===== src/rtl/wb_store_buffer_ctrl_if.sv =====
// Writeback-side store/dcache/lookup bundle for the store buffer controller.
// master: writeback, memory stage and dcache side; slave: the buffer.
interface wb_store_buffer_ctrl_if #(
    parameter int CNT_W = 3
);
    logic             enq_valid;
    logic [31:0]      enq_addr;
    logic [63:0]      enq_data;
    logic [1:0]       enq_size;
    logic             In_write_ready;
    logic             lookup_valid;
    logic [31:0]      lookup_addr;
    logic             drain_req;
    logic             Dcache_Write;
    logic [31:0]      Dcache_Address;
    logic [63:0]      Dcache_Data;
    logic [1:0]       Dcache_Size;
    logic             sb_stall;
    logic             sb_lookup_hit;
    logic             sb_empty;
    logic             sb_full;
    logic [CNT_W-1:0] sb_count;
    logic             sb_drained;

    modport master (
        output enq_valid, enq_addr, enq_data, enq_size, In_write_ready,
               lookup_valid, lookup_addr, drain_req,
        input  Dcache_Write, Dcache_Address, Dcache_Data, Dcache_Size,
               sb_stall, sb_lookup_hit, sb_empty, sb_full, sb_count, sb_drained
    );

    modport slave (
        input  enq_valid, enq_addr, enq_data, enq_size, In_write_ready,
               lookup_valid, lookup_addr, drain_req,
        output Dcache_Write, Dcache_Address, Dcache_Data, Dcache_Size,
               sb_stall, sb_lookup_hit, sb_empty, sb_full, sb_count, sb_drained
    );
endinterface


===== src/rtl/wb_store_buffer_ctrl.sv =====
// In-order store buffer between writeback and the dcache write port,
// with load-overlap lookup and a drain/quiesce FSM.
module wb_store_buffer_ctrl #(
    parameter int DEPTH = 4,
    parameter int PTR_W = 2,
    parameter int CNT_W = 3
) (
    input  logic                 CLK,
    input  logic                 CLR,
    wb_store_buffer_ctrl_if.slave bus
);
    typedef enum logic {RUN, DRAIN} state_t;

    localparam logic [CNT_W-1:0] FULL_CNT = CNT_W'(DEPTH);

    state_t           state_q, state_d;
    logic [PTR_W-1:0] head_q, tail_q;
    logic [CNT_W-1:0] count_q;
    logic [DEPTH-1:0] valid_q;
    logic [31:0]      addr_q [DEPTH];
    logic [63:0]      data_q [DEPTH];
    logic [1:0]       size_q [DEPTH];

    logic full, head_vld, deq_fire, enq_accept, stall, hit;

    assign full       = (count_q == FULL_CNT);
    assign head_vld   = valid_q[head_q];
    assign deq_fire   = head_vld & bus.In_write_ready;
    assign stall      = bus.enq_valid & ((state_q == DRAIN) | (full & ~deq_fire));
    assign enq_accept = bus.enq_valid & ~stall;

    // Head fields are gated so the dcache port reads zero while empty.
    assign bus.Dcache_Write   = head_vld;
    assign bus.Dcache_Address = head_vld ? addr_q[head_q] : 32'h0;
    assign bus.Dcache_Data    = head_vld ? data_q[head_q] : 64'h0;
    assign bus.Dcache_Size    = head_vld ? size_q[head_q] : 2'b00;
    assign bus.sb_stall       = stall;
    assign bus.sb_empty       = (count_q == '0);
    assign bus.sb_full        = full;
    assign bus.sb_count       = count_q;
    assign bus.sb_drained     = (state_q == DRAIN) & (count_q == '0);
    assign bus.sb_lookup_hit  = hit;

    // The entry leaving this cycle still counts: its write is not yet visible.
    always_comb begin
        hit = 1'b0;
        for (int i = 0; i < DEPTH; i++)
            if (valid_q[i] && (addr_q[i][31:3] == bus.lookup_addr[31:3]))
                hit = 1'b1;
        hit = hit & bus.lookup_valid;
    end

    always_comb begin
        state_d = state_q;
        case (state_q)
            RUN:     if (bus.drain_req)  state_d = DRAIN;
            DRAIN:   if (!bus.drain_req) state_d = RUN;
            default: state_d = RUN;
        endcase
    end

    always_ff @(posedge CLK or negedge CLR) begin
        if (!CLR) begin
            state_q <= RUN;
            head_q  <= '0;
            tail_q  <= '0;
            count_q <= '0;
            valid_q <= '0;
        end else begin
            state_q <= state_d;
            if (deq_fire) head_q <= head_q + PTR_W'(1);
            if (enq_accept) tail_q <= tail_q + PTR_W'(1);
            case ({enq_accept, deq_fire})
                2'b10:   count_q <= count_q + CNT_W'(1);
                2'b01:   count_q <= count_q - CNT_W'(1);
                default: count_q <= count_q;
            endcase
            // Clear before set: when full, head==tail and both may fire.
            if (deq_fire) valid_q[head_q] <= 1'b0;
            if (enq_accept) valid_q[tail_q] <= 1'b1;
        end
    end

    always_ff @(posedge CLK) begin
        if (enq_accept) begin
            addr_q[tail_q] <= bus.enq_addr;
            data_q[tail_q] <= bus.enq_data;
            size_q[tail_q] <= bus.enq_size;
        end
    end

    a_count_max: assert property (@(posedge CLK) disable iff (!CLR) count_q <= FULL_CNT);
    a_no_underflow: assert property (@(posedge CLK) disable iff (!CLR) deq_fire |-> count_q != '0);
endmodule


===== src/flat_wrapper.sv =====
// flat-port wrapper written by rule: the top's interface ports become plain ports
module wb_store_buffer_ctrl_flat 
#(
    parameter int DEPTH = 4,
    parameter int PTR_W = 2,
    parameter int CNT_W = 3
)
  (CLK, CLR, bus_enq_valid, bus_enq_addr, bus_enq_data, bus_enq_size, bus_In_write_ready, bus_lookup_valid, bus_lookup_addr, bus_drain_req, bus_Dcache_Write, bus_Dcache_Address, bus_Dcache_Data, bus_Dcache_Size, bus_sb_stall, bus_sb_lookup_hit, bus_sb_empty, bus_sb_full, bus_sb_count, bus_sb_drained);
  wb_store_buffer_ctrl_if #(.CNT_W(CNT_W)) bus_i ();
  input  logic CLK;
  input  logic CLR;
  input wire logic [$bits(bus_i.enq_valid)-1:0] bus_enq_valid;
  input wire logic [$bits(bus_i.enq_addr)-1:0] bus_enq_addr;
  input wire logic [$bits(bus_i.enq_data)-1:0] bus_enq_data;
  input wire logic [$bits(bus_i.enq_size)-1:0] bus_enq_size;
  input wire logic [$bits(bus_i.In_write_ready)-1:0] bus_In_write_ready;
  input wire logic [$bits(bus_i.lookup_valid)-1:0] bus_lookup_valid;
  input wire logic [$bits(bus_i.lookup_addr)-1:0] bus_lookup_addr;
  input wire logic [$bits(bus_i.drain_req)-1:0] bus_drain_req;
  output wire logic [$bits(bus_i.Dcache_Write)-1:0] bus_Dcache_Write;
  output wire logic [$bits(bus_i.Dcache_Address)-1:0] bus_Dcache_Address;
  output wire logic [$bits(bus_i.Dcache_Data)-1:0] bus_Dcache_Data;
  output wire logic [$bits(bus_i.Dcache_Size)-1:0] bus_Dcache_Size;
  output wire logic [$bits(bus_i.sb_stall)-1:0] bus_sb_stall;
  output wire logic [$bits(bus_i.sb_lookup_hit)-1:0] bus_sb_lookup_hit;
  output wire logic [$bits(bus_i.sb_empty)-1:0] bus_sb_empty;
  output wire logic [$bits(bus_i.sb_full)-1:0] bus_sb_full;
  output wire logic [$bits(bus_i.sb_count)-1:0] bus_sb_count;
  output wire logic [$bits(bus_i.sb_drained)-1:0] bus_sb_drained;
  assign bus_i.enq_valid = bus_enq_valid;
  assign bus_i.enq_addr = bus_enq_addr;
  assign bus_i.enq_data = bus_enq_data;
  assign bus_i.enq_size = bus_enq_size;
  assign bus_i.In_write_ready = bus_In_write_ready;
  assign bus_i.lookup_valid = bus_lookup_valid;
  assign bus_i.lookup_addr = bus_lookup_addr;
  assign bus_i.drain_req = bus_drain_req;
  assign bus_Dcache_Write = bus_i.Dcache_Write;
  assign bus_Dcache_Address = bus_i.Dcache_Address;
  assign bus_Dcache_Data = bus_i.Dcache_Data;
  assign bus_Dcache_Size = bus_i.Dcache_Size;
  assign bus_sb_stall = bus_i.sb_stall;
  assign bus_sb_lookup_hit = bus_i.sb_lookup_hit;
  assign bus_sb_empty = bus_i.sb_empty;
  assign bus_sb_full = bus_i.sb_full;
  assign bus_sb_count = bus_i.sb_count;
  assign bus_sb_drained = bus_i.sb_drained;
  wb_store_buffer_ctrl #(.DEPTH(DEPTH), .PTR_W(PTR_W), .CNT_W(CNT_W)) u_core (.CLK(CLK), .CLR(CLR), .bus(bus_i));
endmodule

===== config.mk =====
export PLATFORM = sky130hd
export DESIGN_NAME = wb_store_buffer_ctrl_flat
export DESIGN_NICKNAME = d
export VERILOG_FILES = /design/src/rtl/wb_store_buffer_ctrl_if.sv /design/src/rtl/wb_store_buffer_ctrl.sv /design/src/flat_wrapper.sv
export SDC_FILE = /design/constraint.sdc
export NUM_CORES = 1
export LEC_CHECK = 0
export CORE_MARGIN = 3
export CORE_UTILIZATION = 59
export DETAILED_ROUTE_END_ITERATION = 6
export GPL_TIMING_DRIVEN = 0
export PLACE_DENSITY_LB_ADDON = 0.15
export RECOVER_POWER = 100
export REMOVE_ABC_BUFFERS = 1
export SETUP_SLACK_MARGIN = 0.15
export SYNTH_ARGS = -nofsm -noshare
export SYNTH_HDL_FRONTEND = slang
export SYNTH_SLANG_ARGS = --single-unit

===== constraint.sdc =====
create_clock -name CLK -period 9.7 [get_ports CLK]
set_input_delay 1.94 -clock CLK [delete_from_list [all_inputs] [get_ports CLK]]
set_output_delay 1.94 -clock CLK [all_outputs]
set_load 0.02 [all_outputs]

==> results of run 1 <==
cells by family after synthesis:
kind of cell | synth area share, %
DFF | 72.25
and+or+nand+nor | 5.654
xor gates and xnor gates | 6.343
AOI/OAI and AO/OA | 0.3295
adders and majority gates | 0.7938
buffers and inverters | 1.138
muxes | 13.49
worst reg2reg max path: stages (launching register included):
cell and delay (ps):
dfrtp_1 890, buf_16 370, mux4_4 670, nand2_1 160, a21oi_1 370, and3_1 2330, buf_16 300
report_power, final:
group / switching, uW / total, uW / internal [uW] / leakage [uW]
Clock: 624 / 1550 / 926 / 0.000656
Combinational: 1300 / 2520 / 1220 / 0.00259
Sequential: 133 / 2280 / 2140 / 0.00370
stage by stage:
step	setup TNS [ps]	util (%)
final	0	76.44
after global routing	0	76.44
after CTS	0	76.69
after detailed placement	0	71.82
after global placement	-1396720	70.84
after floorplan	0	-
metal layers:
layer | track usage (%) | up-vias | wire [um]
met5 | 0 | - | 121
met4 | 6.032 | 18 | 867
met1 | 33.44 | 4478 | 14200
li1 | - | 3841 | -
met3 | 7.012 | 82 | 2964
met2 | 38.43 | 343 | 17700
registers in the layout, indices dropped and copies added, names as in the netlist:
name and cells:
u_core.data_q 256, u_core.addr_q 128, u_core.size_q 8, u_core.valid_q 4, u_core.bus.sb_count 3, u_core.head_q 2, u_core.tail_q 2, u_core.state_q 1
final cells by class:
type	count	share of cell area, %
multi-input cells	393	21.20
diodes	1	0.01195
clock inverters	23	1.010
well taps	372	2.222
inverters	9	0.1613
flip-flops and latches	404	57.65
repair buffers	248	12.38
clock buffers	53	5.364
cells in the final DEF (no fill, tap or decap):
| cell | netlist | layout |
|---|---|---|
| a21o_1 | 4 | 4 |
| a21oi_1 | 0 | 1 |
| and2_0 | 0 | 55 |
| and2_1 | 99 | 45 |
| and3_1 | 5 | 5 |
| buf_16 | 0 | 7 |
| bufinv_16 | 0 | 4 |
| clkbuf_1 | 22 | 11 |
| clkbuf_16 | 0 | 43 |
| clkbuf_8 | 0 | 1 |
| clkdlybuf4s50_1 | 0 | 95 |
| clkinv_1 | 1 | 12 |
| clkinv_2 | 0 | 6 |
| dfrtp_1 | 12 | 11 |
| dfrtp_4 | 0 | 1 |
| diode_2 | 0 | 1 |
| dlygate4sd3_1 | 0 | 144 |
| edfxtp_1 | 392 | 392 |
| fa_1 | 1 | 1 |
| ha_1 | 9 | 9 |
| inv_1 | 8 | 8 |
| inv_6 | 0 | 1 |
| inv_8 | 0 | 1 |
| mux2_4 | 1 | 1 |
| mux2i_1 | 1 | 1 |
| mux4_2 | 99 | 98 |
| mux4_4 | 0 | 1 |
| nand2_1 | 5 | 6 |
| nand3_1 | 4 | 4 |
| nand4_1 | 12 | 12 |
| nor2_1 | 1 | 1 |
| nor2b_1 | 1 | 1 |
| nor3_1 | 1 | 1 |
| nor4_1 | 24 | 24 |
| o21ai_0 | 1 | 1 |
| o41a_1 | 1 | 1 |
| xnor2_1 | 39 | 39 |
| xor2_1 | 82 | 82 |
worst paths after layout:
check                                             from                endpoint  slack (ps)  depth (start not counted)
worst min register to register  u_core.bus.sb_count[2]  u_core.bus.sb_count[2]         510                          1
worst max-delay path                  u_core.head_q[0]   bus_Dcache_Address[3]        2080                          5
max in group asynchronous                          CLR        u_core.head_q[1]        7400                          1
worst min-delay path            u_core.bus.sb_count[2]  u_core.bus.sb_count[2]         510                          1
min in group asynchronous                          CLR       u_core.valid_q[3]        1860                          1
worst max register to register        u_core.head_q[0]    u_core.data_q[0][51]        4210                          6
==> results.md, run 1 <==
* Place WS at 3344 ps
* CP Class: flip-flop to output pin
* Slew Limit Fails at 289
* DRT iter0 DRCs at 859
* Total GRT Usage at 24.09%
* Post-CTS sizing at 0
* Pwr Total at 6346 uW
* Sequential share of the synthesized area at 72.25%
* Initial antenna violation count at 11
* First-pass GRT wire length at 55690 um
* Area leader, netlist: edfxtp_1
* Mapped Avg Cell Area at 19.87 um^2
* Final Non-Filler Cells at 1503
* Detailed Routing Iterations Pass 1 at 5
* Routed length per instance at 23.85 um
* Worst path bufs/invs at 3
* Fill cells at 1570
* Number of buffers added on ports at 239
* Area contributors post-synth: edfxtp_1 (70%), mux4_2 (13%), xor2_1 (4.3%), and2_1 (3.7%), xnor2_1 (2.0%)
* Synth top area share at 70.45%
* Post-DP HPWL at 22920 um
* Die ar. at 0.03038 mm^2
* Worst path arrival time at 5680 ps
* Clock Skew at 10.84 ps
* Worst path max stage delay at 2150 ps
* Postcts setup bufs at 0
* RSZ-0062 raised after global routing: false
* FF/Latch Area at 0.01208 mm^2
* Clk_lat worst skew at 520 ps
* Least-Margin Pin Slew at 3081 ps
* Vias in the first global route at 9293
* CTS Hold Bufs at 0
* Dominant synthesized flop cell: edfxtp_1
* DRC Markers at 0
* Max_slew headroom at -105.4%
* Outcome: complete, but fails checks
* CP top delay family: buffers and inverters
* Count leader, synth: edfxtp_1
* Layout area overhead at 25.36%
* Power density cells at 303.0 mW/mm^2
* Total Routed Length at 35850 um
* Startpoint types: flip-flop
* Layout cells sized above 1 at 14.51%
* Vias per inst at 5.830
* Cells after synthesis at 841
* Max clock buf depth at 3
* Ports at 243
* Netlist cell types at 30
* Final setup violation count at 0
* Clock transition at the registers of the reported paths at 60 ps
* Crit end category: output pin
* RD Place Congestion at 0.8209
* Worst path slowest cell: clkbuf_1
* Hold Crit Class: flip-flop to flip-flop
* Critical Path RT at 7760 ps
* H-tree Lvls at 2
* Maximum clock frequency at 0.1313 GHz
* Vias at 8762
* Post-synth ARST share at 2.970%
* Syn Std Cell Area at 0.01671 mm^2
* VDD IR max at 308.8 uV
* Crit path max fanout at 65
* CORE AREA at 0.02740 mm^2
* Tcrit/Tclk final at 78.52%
* Post-DP Area at 0.01968 mm^2
* TritonCTS clock tree: done
* Final Hold Vio Count at 0
* Post-synth top cells: edfxtp_1 (392), and2_1 (99), mux4_2 (99)
* Max-cap violation count at 6
* Leakage at 0.006944 uW
* Post-route ant nets at 0
* Synthesized flop and latch total at 404
* GRT overflow at 0
* Nets@finish at 1243
* Final Cell Area at 0.02095 mm^2
* Placed Cells at 1426
* Total CTS buffers at 41
* Sink Count at 404
* Multi-input logic area at 0.004441 mm^2
* EDFF count, synth at 392
* Yosys warning count at 0
* Minimum hold slack at 510.5 ps
* Starting Density at 60.98%
* Worst setup margin at 2083 ps
* Die width at 174.3 um
* CP cell instances: buf_16, mux4_4, clkbuf_1, and2_1, dlygate4sd3_1
* Clk root buf: clkbuf_16
* Minimum clock period at 7617 ps
* Placement Rows at 60
* Failing checks: max-capacitance violations, max-slew violations
* Die Ht at 174.3 um
* Largest net degree at the start of global routing at 66
Note: power is estimated with default switching activity, not from simulation.
==> run 2: changes to the inputs <==
CORE_UTILIZATION = 54   (was 59)
clock period = 7.4 ns   (was 9.7 ns; I/O delays follow)
==> results.md, run 2 (same netlist as run 1, synthesis figures left out) <==
* Failing checks: max-capacitance violations, max-slew violations
* Minimum hold slack at 509.4 ps (-1.129 ps)
* Placement Rows at 63 (+5.0%)
* Grt peak-use layer: met2
* Min-delay src: u_core.valid_q[1]
* Crit path max fanout at 78 (+20%)
* Critical Path RT at 5920 ps (-1840 ps)
* Number of buffers added on ports at 239 (unchanged)
* RSZ-0062 raised after global routing: false
* Clock Skew at 18.95 ps (+8.112 ps)
* Vias in the first global route at 9340 (+0.51%)
* Crit end category: output pin
* Total CTS buffers at 42 (+2.4%)
* Vias at 8549 (-2.4%)
* CP Class: flip-flop to output pin
* Max clock buf depth at 3 (unchanged)
* Die ar. at 0.03309 mm^2 (+8.9%)
* Initial antenna violation count at 9 (-2)
* Final setup violation count at 0 (unchanged)
* Largest Register: u_core.data_q
* Post-DP HPWL at 23020 um (+0.45%)
* Fill cells at 1960 (+25%)
* Total Routed Length at 35950 um (+0.26%)
* TritonCTS clock tree: done
* CORE AREA at 0.03003 mm^2 (+9.6%)
* Power density cells at 388.5 mW/mm^2 (+28%)
* Postcts setup bufs at 0 (unchanged)
* Max_slew headroom at -70.90% (+34 points)
* Hold Crit Class: flip-flop to flip-flop
* Leakage at 0.007091 uW (+2.1%)
* Global Route met3 Usage at 6.230% (-0.78 points)
* Nets@finish at 1246 (+0.24%)
* Post-route ant nets at 0 (unchanged)
* Die Ht at 181.9 um (+4.4%)
* Sink Count at 404 (unchanged)
* Routed length per instance at 23.63 um (-0.93%)
* RD Place Congestion at 0.7653 (-6.8%)
* Met2 usage at 35.44% (-3.0 points)
* Maximum clock frequency at 0.1633 GHz
* Total GRT Usage at 22.20% (-1.9 points)
* Ports at 243 (unchanged)
* Layout area overhead at 25.45% (about the same)
* First-pass GRT wire length at 56010 um (+0.57%)
* Clk_lat worst skew at 530 ps (about the same)
* Commonest non-fill, non-tap cells in the layout: edfxtp_1 (392), dlygate4sd3_1 (206), and2_1 (99)
* GRT overflow at 0 (unchanged)
* Final Hold Vio Count at 0 (unchanged)
* H-tree Lvls at 2 (unchanged)
* VDD IR max at 320.5 uV (+3.8%)
* Minimum clock period at 6125 ps
* Max-cap violation count at 5 (-1)
* Die width at 181.9 um (+4.4%)
* Detailed Routing Iterations Pass 1 at 5 (unchanged)
* Most common cell after layout, fill and taps aside: edfxtp_1
* DRC Markers at 0 (unchanged)
* Clk root buf: clkbuf_16
* Clock transition at the registers of the reported paths at 60 ps (about the same)
* Critical Path Start: u_core.head_q[0]
* Largest regs: u_core.data_q: 256 flops, u_core.addr_q: 128 flops, u_core.size_q: 8 flops
* Post-CTS sizing at 0 (unchanged)
* Layout cells sized above 1 at 14.85% (+0.34 points)
* Worst r2r src: u_core.head_q[0]
* Grt met1 use at 31.28% (-2.2 points)
* Vias per inst at 5.621 (-3.6%)
* Number of flip-flops in the largest register at 256 (unchanged)
* Slew Limit Fails at 168 (-42%)
* Outcome: complete, but fails checks
* Starting Density at 55.63% (-5.3 points)
* Largest net degree at the start of global routing at 79 (+20%)
* Tcrit/Tclk final at 82.76%
* CTS Hold Bufs at 0 (unchanged)
* Startpoint types: flip-flop
* Least-Margin Pin Slew at 2563 ps (-517.4 ps)
* Worst path arrival time at 4640 ps (-1040 ps)
* N_diodes at 0 (-1)
* DRT iter0 DRCs at 506 (-41%)
* Pwr Total at 8143 uW (+28%)
run 2: area by class of cell:
cell class | instances | area [um^2] | share of cell area [%]
timing repair buffer | 250 | 2665 | 12.71
sequential | 404 | 12080 | 57.61
tap | 390 | 488.0 | 2.328
clock inverter | 20 | 127.6 | 0.6088
multi-input combinational | 393 | 4441 | 21.18
clock buffer | 55 | 1131 | 5.396
inverter | 9 | 33.78 | 0.1612
run 2: report_power, final:
group / internal (uW) / switching (uW)
logic: 1540 / 1680
registers: 2800 / 195
clock network: 1110 / 818
total: 5450 / 2690
run 2: routing by layer:
layer | vias up | wire length [um]
li1 | 3853 | -
met1 | 4334 | 14910
met2 | 284 | 17560
met3 | 62 | 2791
met4 | 16 | 586
met5 | - | 98
run 2: metrics by stage:
step | cells | setup TNS (ps) | setup slack, ps | area [um^2] | util [%]
finish | 1521 | 0 | 1275 | 20960 | 69.80
detailed placement | 1446 | 0 | 1926 | 19740 | 65.71
global route | 1521 | 0 | 878.8 | 20960 | 69.80
global placement | 1435 | -2605750 | -5852 | 19430 | 64.70
CTS | 1521 | 0 | 1922 | 20990 | 69.90
floorplan | 806 | -371110 | -939.9 | 16550 | -
run 2: path summary, 6_finish.rpt:
kind / endpoint / slack (ps) / cells after the start
setup / recovery: bus_Dcache_Data[3] / 1280 / 5
hold / removal: u_core.valid_q[1] / 510 / 1
setup reg to reg: u_core.data_q[0][15] / 1610 / 6
hold reg to reg: u_core.valid_q[1] / 510 / 1
max in group asynchronous: u_core.head_q[1] / 5610 / 1
min in group asynchronous: u_core.tail_q[0] / 1390 / 1
run 2: critical path: stages, from the launching register on:
cell           delay [ps]
dfrtp_1              1610
buf_16                350
mux4_4                880
buf_16                300
and2_1                230
dlygate4sd3_1         660
==> run 3: changes to the inputs <==
CORE_UTILIZATION = 49   (was 54)
clock period = 5.4 ns   (was 7.4 ns; I/O delays follow)
==> results.md, run 3 (same netlist as run 1, synthesis figures left out) <==
* Power density cells at 538.4 mW/mm^2 (+39%)
* Worst path arrival time at 3920 ps (-720 ps)
* WL met2 at 17530 um (-0.17%)
* Outcome: complete, but fails checks
* Total GRT Usage at 20.28% (-1.9 points)
* Placement Rows at 66 (+4.8%)
* Finished Core Util at 64.23% (-5.6 points)
* Hold Crit Class: flip-flop to flip-flop
* Largest regs: u_core.data_q: 256 flops, u_core.addr_q: 128 flops, u_core.size_q: 8 flops
* Vias in the first global route at 9120 (-2.4%)
* Final setup violation count at 0 (unchanged)
* Number of buffers added on ports at 239 (unchanged)
* Worst path max stage delay at 960 ps (-650 ps)
* Ports at 243 (unchanged)
* Critical Path RT at 4320 ps (-1600 ps)
* Routed length per instance at 22.96 um (-2.8%)
* Initial antenna violation count at 9 (unchanged)
* Post-CTS sizing at 0 (unchanged)
* Least-Margin Pin Slew at 1786 ps (-777.0 ps)
* Max clock buf depth at 3 (unchanged)
* Post-route ant nets at 0 (unchanged)
* Sink Count at 404 (unchanged)
* Clk_lat worst skew at 530 ps (about the same)
* RD Place Congestion at 0.8053 (+5.2%)
* Final Hold Vio Count at 0 (unchanged)
* Minimum clock period at 5003 ps
* Die ar. at 0.03635 mm^2 (+9.9%)
* Top layer reached by signal wires: met5
* Die width at 190.7 um (+4.8%)
* Failing checks: max-capacitance violations, max-slew violations
* CP cell instances: buf_16, mux4_2, buf_16, and2_1, dlygate4sd3_1
* Largest net degree at the start of global routing at 56 (-29%)
* CORE AREA at 0.03303 mm^2 (+10%)
* Detailed Routing Iterations Pass 1 at 5 (unchanged)
* Clock transition at the registers of the reported paths at 60 ps (about the same)
* WL met3 at 2938 um (+5.3%)
* DRC Markers at 0 (unchanged)
* Die Ht at 190.7 um (+4.8%)
* Met1 Routed Length at 15280 um (+2.5%)
* Layout cells sized above 1 at 15.47% (+0.61 points)
* Max-cap violation count at 3 (-2)
* Startpoint types: flip-flop
* Vias per inst at 5.464 (-2.8%)
* DRT iter0 DRCs at 543 (+7.3%)
* Maximum clock frequency at 0.1999 GHz
* Max_slew headroom at -19.10% (+52 points)
* Total Routed Length at 36350 um (+1.1%)
* Leakage at 0.007137 uW (+0.65%)
* Cell depth of the worst flop-to-flop path at 6 (unchanged)
* Clock Skew at 20.90 ps (+1.953 ps)
* Tcrit/Tclk final at 92.65%
* Layout area overhead at 26.99%
* CP Class: flip-flop to output pin
* Vias at 8650 (+1.2%)
* GRT overflow at 0 (unchanged)
* Cell repeated most along the worst path: buf_16
* Crit path max fanout at 55 (-29%)
* TritonCTS clock tree: done
* Nets@finish at 1250 (+0.32%)
* Total CTS buffers at 44 (+4.8%)
* Crit end category: output pin
* Pwr Total at 11420 uW (+40%)
* Post-DP HPWL at 23810 um (+3.4%)
* Final Cell Area at 0.02122 mm^2 (+1.2%)
* Most common cell after layout, fill and taps aside: edfxtp_1
* Number of flip-flops in the largest register at 256 (unchanged)
* Post-DP Area at 0.01985 mm^2 (+0.57%)
* CTS Hold Bufs at 0 (unchanged)
* Starting Density at 50.58% (-5.1 points)
* Worst path slowest cell: mux4_2
* RSZ-0062 raised after global routing: false
* Commonest non-fill, non-tap cells in the layout: edfxtp_1 (392), dlygate4sd3_1 (187), mux4_2 (99)
* VDD IR max at 388.3 uV (+21%)
* Hold Crit Depth at 1 (unchanged)
* First-pass GRT wire length at 55240 um (-1.4%)
* Largest Register: u_core.data_q
* Postcts setup bufs at 0 (unchanged)
* Slew Limit Fails at 77 (-54%)
* Clk root buf: clkbuf_16
* H-tree Lvls at 2 (unchanged)
## run 3: per-stage QoR
stage | setup slack, ps | TNS (ps) | std cells | hold slack, ps
after global routing | 118.6 | 0 | 1582 | 542.4
final | 397.2 | 0 | 1583 | 526.7
after floorplan | -2940 | -1284950 | 806 | 466.2
after global placement | -8000 | -3633340 | 1487 | 504.5
after detailed placement | 804.2 | 0 | 1500 | 501.6
after CTS | 290.9 | 0 | 1580 | 520.2
## run 3: layout make-up
type                            instances  area (um^2)
Clock inverter                         21        188.9
Tap cell                              442        553.0
Clock buffer                           59         1200
Timing Repair Buffer                  252         2713
Antenna cell                            3        7.507
Fill cell                            2323        11810
Inverter                                9        33.78
Multi-Input combinational cell        393         4443
Sequential cell                       404        12080
## run 3: worst max-delay path: cells and delay by family, from the launching register on
kind / cells / cell delay (ps)
flops: 1 / 830
mux: 1 / 960
simple gates: 1 / 190
buf+inv: 3 / 1350
## run 3: worst paths after layout
check                             startpoint                     end  slack, ps
max reg2reg                 u_core.head_q[0]     u_core.data_q[1][9]        650
min reg2reg                u_core.valid_q[0]       u_core.valid_q[0]        530
min in group asynchronous                CLR  u_core.bus.sb_count[0]       1010
max                         u_core.head_q[0]     bus_Dcache_Data[28]        400
min                        u_core.valid_q[0]       u_core.valid_q[0]        530
max in group asynchronous                CLR        u_core.head_q[0]       3930
## run 3: power breakdown
group | switching (uW) | total, uW | internal, uW
combinational | 2350 | 4500 | 2160
sequential | 236 | 4080 | 3840
clock | 1140 | 2840 | 1700
total | 3720 | 11400 | 7700
## run 3: metal layers
metal,GRT usage (%),vias up
met4,3.641,12
met1,28.31,4441
met3,6.048,56
met5,0,-
met2,32.52,278
li1,-,3863
